[src/rtl/sig_dev_pkg.sv]
// Shared constants and FSM state encoding for the signature store sink.
package sig_dev_pkg;

    localparam logic [31:0] SIG_ADDR_DEF  = 32'h0000_0f00;
    localparam logic [31:0] HALT_ADDR_DEF = 32'hcafe_beef;

    typedef enum logic [1:0] {
        RUN    = 2'd0,
        DRAIN  = 2'd1,
        HALTED = 2'd2
    } sig_state_e;

endpackage

[src/rtl/sig_fifo.sv]
// Synchronous FIFO with occupancy counter; head word is presented as soon as it is written.
module sig_fifo #(
    parameter int DW    = 32,
    parameter int DEPTH = 8
) (
    input  logic                       clk,
    input  logic                       rst,
    input  logic                       push,
    input  logic                       pop,
    input  logic [DW-1:0]              din,
    output logic [DW-1:0]              head,
    output logic                       full,
    output logic                       empty,
    output logic [$clog2(DEPTH):0]     count
);

    localparam int AW = $clog2(DEPTH);
    localparam int CW = AW + 1;
    localparam logic [CW-1:0] FULL_CNT = CW'(DEPTH);

    logic [DW-1:0] mem [DEPTH];
    logic [AW-1:0] wr_ptr_reg;
    logic [AW-1:0] rd_ptr_reg;
    logic [CW-1:0] count_reg;
    logic          do_push;
    logic          do_pop;

    assign full    = (count_reg == FULL_CNT);
    assign empty   = (count_reg == '0);
    assign do_pop  = pop & ~empty;
    // A push into a full FIFO only lands when a slot is freed the same cycle.
    assign do_push = push & (~full | do_pop);

    always_ff @(posedge clk) begin
        if (do_push) begin
            mem[wr_ptr_reg] <= din;
        end
    end

    always_ff @(posedge clk or posedge rst) begin
        if (rst) begin
            wr_ptr_reg <= '0;
            rd_ptr_reg <= '0;
            count_reg  <= '0;
        end else begin
            if (do_push) begin
                wr_ptr_reg <= wr_ptr_reg + AW'(1);
            end
            if (do_pop) begin
                rd_ptr_reg <= rd_ptr_reg + AW'(1);
            end
            case ({do_push, do_pop})
                2'b10:   count_reg <= count_reg + CW'(1);
                2'b01:   count_reg <= count_reg - CW'(1);
                default: count_reg <= count_reg;
            endcase
        end
    end

    assign head  = empty ? '0 : mem[rd_ptr_reg];
    assign count = count_reg;

endmodule

[src/rtl/sig_store_sink.sv]
// Signature store sink: captures stores to SIG_ADDR into a FIFO stream, halts after a HALT_ADDR store drains it.
// Define SIGDEV_STALL_EN to back-pressure the pipeline instead of dropping stores into a full FIFO.
module sig_store_sink
    import sig_dev_pkg::*;
#(
    parameter logic [31:0] SIG_ADDR  = SIG_ADDR_DEF,
    parameter logic [31:0] HALT_ADDR = HALT_ADDR_DEF,
    parameter int          DW        = 32,
    parameter int          DEPTH     = 8
) (
    input  logic                   clk,
    input  logic                   rst,
    input  logic [31:0]            addr,
    input  logic [DW-1:0]          data_wr,
    input  logic                   wr,
    output logic [DW-1:0]          sig_data,
    output logic                   sig_valid,
    input  logic                   sig_ready,
    output logic [$clog2(DEPTH):0] count,
    output logic                   overflow,
    output logic                   halt
`ifdef SIGDEV_STALL_EN
    ,
    output logic                   stall
`endif
);

    sig_state_e state_reg;
    sig_state_e state_next;

    logic is_sig;
    logic is_halt;
    logic push_req;
    logic push;
    logic pop;
    logic full;
    logic empty;
    logic blocked;

    // wr is the data-memory strobe and is active low.
    assign is_sig   = ~wr & (addr == SIG_ADDR);
    assign is_halt  = ~wr & (addr == HALT_ADDR);
    assign push_req = (state_reg == RUN) & is_sig;
    assign pop      = sig_valid & sig_ready;
    assign blocked  = push_req & full & ~pop;
    assign push     = push_req & ~blocked;
    assign sig_valid = ~empty;

    sig_fifo #(
        .DW    (DW),
        .DEPTH (DEPTH)
    ) u_fifo (
        .clk   (clk),
        .rst   (rst),
        .push  (push),
        .pop   (pop),
        .din   (data_wr),
        .head  (sig_data),
        .full  (full),
        .empty (empty),
        .count (count)
    );

`ifdef SIGDEV_STALL_EN
    assign stall    = blocked;
    assign overflow = 1'b0;
`else
    logic overflow_reg;

    always_ff @(posedge clk or posedge rst) begin
        if (rst) begin
            overflow_reg <= 1'b0;
        end else if (blocked) begin
            overflow_reg <= 1'b1;
        end
    end

    assign overflow = overflow_reg;
`endif

    always_ff @(posedge clk or posedge rst) begin
        if (rst) begin
            state_reg <= RUN;
        end else begin
            state_reg <= state_next;
        end
    end

    // DRAIN looks at the registered count, so the final pop is seen one cycle later.
    always_comb begin
        state_next = state_reg;
        case (state_reg)
            RUN:     if (is_halt) state_next = DRAIN;
            DRAIN:   if (empty)   state_next = HALTED;
            HALTED:  state_next = HALTED;
            default: state_next = RUN;
        endcase
    end

    assign halt = (state_reg == HALTED);

endmodule

[config.mk]
export PLATFORM = sky130hd
export DESIGN_NAME = sig_store_sink
export DESIGN_NICKNAME = d
export VERILOG_FILES = /design/src/rtl/sig_dev_pkg.sv /design/src/rtl/sig_fifo.sv /design/src/rtl/sig_store_sink.sv
export SDC_FILE = /design/constraint.sdc
export NUM_CORES = 1
export LEC_CHECK = 0
export ABC_AREA = 1
export CAP_MARGIN = 10
export CORE_ASPECT_RATIO = 0.8
export CORE_UTILIZATION = 61
export DETAILED_ROUTE_END_ITERATION = 10
export PLACE_DENSITY = 0.83
export SETUP_SLACK_MARGIN = 0.3
export SYNTH_ARGS = -nofsm -noshare
export SYNTH_HDL_FRONTEND = slang
export SYNTH_SLANG_ARGS = --single-unit
[constraint.sdc]
create_clock -name clk -period 10.6 [get_ports clk]
set_clock_uncertainty 0.05 [all_clocks]
set_input_delay 1.06 -clock clk [delete_from_list [all_inputs] [get_ports clk]]
set_output_delay 1.06 -clock clk [all_outputs]
set_load 0.02 [all_outputs]
==> impl_metrics.csv, run 1 <==
group,metric,value,unit
outcome,status,"completed",
worst_setup_path,reg2reg_from,"u_fifo.count[0]",
synth,yosysSeqAreaShare,72.4,%
pwr,p_int,0.00213,W
timing,tns,0,ns
layout,design.final.nets,1054,
synth,syn-cell-area,11100,um^2
synth,synth_simple_gate_area_share,10.4,%
clock_tree,ctsResizeCount,0,
clock_tree,cts-htree-levels,1,
timing,min_period,4.86,ns
clock_tree,cts.sinks,269,
timing,slew_violations,0,
layout,fillCellCount,1108,
drt,vias_per_cell,5.81,
synth,synth_top_area_cell,"edfxtp_1",
global_route,grt.total_usage,24.3,%
global_route,antenna_found_initial,0,
layout,final_cell_mix,"256 x edfxtp_1, 221 x nor2_1, 147 x o21ai_0",
clock_tree,post_cts_buffers,0,
placed_design,place.gp.congestion,0.805,
clock_tree,cts_root_buf,"clkbuf_16",
pwr,p_comb_share,37.1,%
pwr,power_switching,0.00116,W
synth,synthCells,881,
clock_tree,cts_buffers,25,
flow_run,timing.max_cap.violations,0,
floorplan,ioPinCount,107,
drt,drtPass1Iterations,7,
synth,yosysUniqueCellTypes,29,
synth,ys_warn_count,0,
synth,synth_seq_cells,269,
pwr,power_frac_clock,25.2,%
pwr,swShare,35.3,%
hold_path,hold_path.class,"reg -> reg",
drt,drc,0,
timing,finalSetupViolations,0,
synth,synth_compound_area_share,9.34,%
synth,ys_top_cells_by_area,"edfxtp_1 69%, nor2_1 7.6%, o21ai_0 6.6%",
synth,synth_top_family_by_area,"simple AND/OR/NAND/NOR gates",
pwr,p_per_area,253,nW/um^2
worst_setup_path,critPathLaunchType,"flop",
placed_design,port_buffers,106,
layout,diodes,0,
worst_setup_path,endpoint,"sig_data[25]",
layout,layout-drive-gt1-share,6.04,%
layout,largest_reg_flops,256,
clock_tree,ctsHoldBuffers,0,
worst_setup_path,cp.arrival,3.75,ns
layout,syn_to_final_growth,17.7,%
timing,period_share,45.9,%
worst_setup_path,worstSetupEndpointType,"primary output",
synth,muxShareOfSynthArea,3.00,%
worst_setup_path,rrSetupSlack,7.48,ns
global_route,grt_first_pass_wirelength,34900,um
global_route,grt_overflow,0,
drt,routed_wl,22500,um
worst_setup_path,path_class,"reg -> out",
worst_setup_path,critPathRequiredTime,9.49,ns
synth,postSynthAreaPerCell,12.6,um^2
timing,relSlewSlack,21.8,%
clock_tree,cts_tree,"yes",
synth,syn-num-nets,958,
timing,worstMarginPinSlew,1.17,ns
pwr,p_leak,4.47,nW
global_route,first_global_vias,6741,
drt,wire_per_inst,18.5,um
worst_setup_path,critPathLaunch,"u_fifo.rd_ptr_reg[0]",
floorplan,die_w,153,um
drt,ant_nets,0,
global_route,grt_max_degree,91,
pwr,seq_power_share,37.7,%
worst_setup_path,cp_max_fo,57,
floorplan,dieArea,18700,um^2
worst_setup_path,r2r_cells,11,
floorplan,die_y,122,um
pwr,peakVddDrop,208,uV
floorplan,num_rows,43,
timing,hold_viol_final,0,
clock_tree,insertion_delay,0.53,ns
clock_tree,clk_pin_slew,0.07,ns
synth,synthAdderAreaFrac,1.09,%
synth,yosysTopAreaCellShare,69.5,%
clock_tree,clockBufferDepth,3,
layout,fin_util,74.3,%
drt,routed-via-count,7075,
worst_setup_path,rr_endpoint,"u_fifo.count[3]",
timing,rsz0062_at_grt,"no",
layout,final_common_cell,"edfxtp_1",
floorplan,core_area,17500,um^2
synth,synth_xor_area_share,0.396,%
placed_design,dpl.hpwl,12200,um
timing,max_clock_freq,206,MHz
drt,drt-initial-drc-count,619,
floorplan,initial_utilization,63.1,%
cell usage after synthesis (all sizes together):
| master | n |
|---|---|
| edfxtp | 256 |
| nor2 | 227 |
| o21ai | 163 |
| nand2 | 42 |
| mux2i | 32 |
| o22ai | 32 |
| buf | 28 |
| inv | 27 |
| clkbuf | 20 |
| dfrtp | 13 |
| nand3 | 12 |
| ha | 8 |
| nand4 | 5 |
| nor3 | 4 |
| xor2 | 4 |
| a21oi | 2 |
| or2 | 2 |
| fa | 1 |
| mux2 | 1 |
| o21bai | 1 |
| xnor2 | 1 |
metal layers:
metal | GRT usage, % | wire, um
met3 | 4.41 | 1440
met2 | 41.0 | 11000
met4 | 6.69 | 394
met5 | 0 | 0
met1 | 33.2 | 9720
worst min path at each step:
| stage | slack (ns) | cells after the start | startpoint | end |
|---|---|---|---|---|
| 2_1_floorplan | 0.42 | 2 | state_reg[1] | state_reg[1] |
| 3_3_place_gp | 0.41 | 1 | overflow | overflow |
| 3_5_place_dp | 0.42 | 1 | overflow | overflow |
| 4_1_cts | 0.44 | 1 | overflow | overflow |
| 5_1_grt | 0.45 | 1 | overflow | overflow |
| 6_report | 0.44 | 1 | overflow | overflow |
power groups by stage:
| stage | clock network (W) | logic (W) | registers (W) |
|---|---|---|---|
| 2_1_floorplan | 0 | 0.000831 | 0.00122 |
| 5_1_grt | 0.000870 | 0.00133 | 0.00125 |
| 3_3_place_gp | 0 | 0.00118 | 0.00126 |
| 6_report | 0.000830 | 0.00122 | 0.00124 |
| 3_5_place_dp | 0 | 0.00121 | 0.00126 |
| 4_1_cts | 0.000835 | 0.00122 | 0.00124 |
kinds of logic (layout without fill, tap and decap cells):
kind of cell               after synthesis  after routing
AOI/OAI and AO/OA                      198            198
xor gates and xnor gates                 5              5
adders and majority gates                9              9
buffers and inverters                   75            187
DFF                                    269            269
muxes                                   33             33
and+or+nand+nor                        292            292
critical path, cell delays in order (launching register included):
cell	delay [ns]
dfrtp_4	0.69
inv_2	0.58
buf_4	0.63
o21ai_0	0.21
o21ai_0	0.11
o21ai_0	0.09
nor2_1	0.22
clkdlybuf4s50_1	0.63
metrics by stage:
stage	instance area (um^2)	hold WS, ns	total power, W	setup WS [ns]	cells
final	13000	0.436	0.00329	5.74	1218
after global routing	13000	0.449	0.00345	5.48	1218
after CTS	13000	0.443	0.00330	5.74	1217
after detailed placement	12300	0.420	0.00248	6.31	1174
after global placement	12300	0.412	0.00244	6.38	1174
after floorplan	11100	0.417	0.00205	6.16	881
final cells by class:
type	count	area, um^2	area share [%]
inverter	27	101	0.778
tap	225	282	2.16
multi-input combinational	537	2730	20.9
sequential	269	8020	61.6
timing repair buffer	117	1150	8.81
clock buffer	26	629	4.83
clock inverter	17	120	0.922
No activity file was read; power rests on OpenSTA's default activity.
==> inputs of run 2 (changes only) <==
CORE_UTILIZATION = 57   (was 61)
PLACE_DENSITY = 0.79   (was 0.83)
clock period = 4.6 ns   (was 10.6 ns; I/O delays follow)
==> impl_metrics.csv, run 2 (same netlist as run 1, synthesis figures left out) <==
group,metric,value,unit
outcome,status,"completed",
clock_tree,cts_root_buf,"clkbuf_16",
pwr,swShare,35.5,%
pwr,p_int,0.00489,W
clock_tree,insertion_delay,0.52,ns
placed_design,dp.cells,1215,
clock_tree,cts_buffers,25,
pwr,totalPowerFinal,0.00757,W
layout,final_cell_count_no_fill,1258,
worst_setup_path,path_delay_family,"buffers and inverters",
timing,rsz0062_at_grt,"no",
global_route,first_global_vias,6890,
drt,vias_per_cell,5.60,
floorplan,num_rows,45,
timing,period_share,77.4,%
layout,fillCellCount,1315,
timing,hold_viol_final,0,
clock_tree,cts_tree,"yes",
pwr,power_switching,0.00269,W
pwr,p_per_area,577,nW/um^2
floorplan,initial_utilization,58.3,%
floorplan,die_w,158,um
clock_tree,clockBufferDepth,3,
global_route,grt_first_pass_wirelength,35500,um
worst_setup_path,critPathLaunchType,"flop",
placed_design,port_buffers,106,
pwr,seq_power_share,37.2,%
worst_setup_path,cpPeakStageDelay,0.65,ns
timing,min_period,3.56,ns
floorplan,die_y,127,um
layout,stdcell_area,13100,um^2
layout,final_common_cell,"edfxtp_1",
timing,tns,0,ns
layout,largest_reg_flops,256,
floorplan,dieArea,20000,um^2
timing,max_clock_freq,281,MHz
global_route,grt_max_degree,131,
worst_setup_path,path_cells,"inv_2 > buf_12 > nor2_1 > o21ai_0 > o21ai_0 > nor2_1 > clkdlybuf4s50_1",
worst_setup_path,cp.arrival,3.05,ns
clock_tree,ctsResizeCount,0,
layout,design.final.nets,1061,
placed_design,dpl.hpwl,12500,um
drt,routed-via-count,7046,
pwr,p_comb_share,38.3,%
global_route,grt.total_usage,23.4,%
global_route,grt_overflow,0,
placed_design,placed_cell_area,12400,um^2
timing,relSlewSlack,35.8,%
clock_tree,cts.sinks,269,
layout,multi_input_area,2730,um^2
timing,finalSetupViolations,0,
clock_tree,cts-htree-levels,1,
timing,worstMarginPinSlew,0.962,ns
layout,layout-drive-gt1-share,6.40,%
timing,whs,0.221,ns
worst_setup_path,r2r_cells,9,
worst_setup_path,path_class,"reg -> out",
layout,final_cell_mix,"256 x edfxtp_1, 221 x nor2_1, 147 x o21ai_0",
worst_setup_path,worstSetupEndpointType,"primary output",
clock_tree,clk_pin_slew,0.06,ns
layout,diodes,0,
drt,drc,0,
timing,slew_violations,0,
worst_setup_path,critical_path_buf_inv_count,3,
drt,ant_nets,0,
placed_design,place.gp.congestion,0.811,
drt,drt-initial-drc-count,688,
pwr,peakVddDrop,504,uV
clock_tree,ctsHoldBuffers,0,
pwr,power_frac_clock,24.5,%
clock_tree,post_cts_buffers,0,
pwr,p_leak,4.49,nW
worst_setup_path,crit_path_top_delay_cell,"clkdlybuf4s50_1",
floorplan,ioPinCount,107,
drt,drtPass1Iterations,5,
flow_run,timing.max_cap.violations,0,
drt,wire_per_inst,18.2,um
worst_setup_path,critPathRequiredTime,4.09,ns
layout,seq_area,8020,um^2
worst_setup_path,cp_max_fo,48,
worst_setup_path,cp.depth,7,
floorplan,core_area,19000,um^2
hold_path,hold_path.class,"in -> async",
drt,routed_wl,22900,um
layout,syn_to_final_growth,18.6,%
global_route,antenna_found_initial,0,
run 2: changes by cell type in the layout (fill, tap and decap cells not counted), sizes merged:
cell,previous run,this run
clkbuf,26,29
buf,11,18
clkinv,14,12
bufinv,1,0
inv,29,28
clkinvlp,0,1
run 2: layer usage:
layer / routed length [um] / track usage (%) / up-vias / part of all wire [%]
met4: 374 / 5.54 / 0 / 1.6
met5: 0 / 0 / - / 0
met1: 9780 / 32.3 / 3394 / 43
met2: 11100 / 39.0 / 257 / 49
li1: - / - / 3360 / -
met3: 1590 / 4.03 / 35 / 6.9
run 2: through the flow:
stage	setup WS, ns	utilization (%)
floorplan	0.737	-
global placement	1.44	65.4
detailed placement	1.37	65.4
CTS	0.999	69.2
global route	0.921	69.2
finish	1.04	69.2
run 2: area by class of cell:
| class | count | area share (%) |
|---|---|---|
| clock inverter | 14 | 0.610 |
| multi-input combinational | 537 | 20.8 |
| timing repair buffer | 124 | 9.40 |
| tap | 258 | 2.46 |
| inverter | 27 | 0.772 |
| clock buffer | 29 | 4.88 |
| sequential | 269 | 61.1 |
run 2: final timing paths:
check	startpoint	slack [ns]	endpoint
setup / recovery	u_fifo.rd_ptr_reg[0]	1.04	sig_data[31]
hold / removal	rst	0.22	state_reg[1]
setup reg to reg	state_reg[0]	1.72	u_fifo.mem[6][2]
hold reg to reg	overflow	0.43	overflow
max in group asynchronous	rst	3.88	u_fifo.rd_ptr_reg[0]
min in group clk	overflow	0.43	overflow
run 2: worst register-to-register path, stage by stage, from the launching register on:
cell     delay, ns
dfrtp_1       0.40
inv_1         0.09
ha_1          0.19
nand2_1       0.07
nor2_1        0.16
nand3_1       0.13
nor2_2        0.18
nand3_1       0.35
nor2_4        0.52
buf_4         0.40
run 2: power groups by stage:
stage	combinational, W	sequential (W)	clock, W
2_1_floorplan	0.00192	0.00281	0
3_3_place_gp	0.00284	0.00287	0
3_5_place_dp	0.00289	0.00287	0
4_1_cts	0.00292	0.00282	0.00187
5_1_grt	0.00318	0.00283	0.00198
6_report	0.00290	0.00282	0.00185
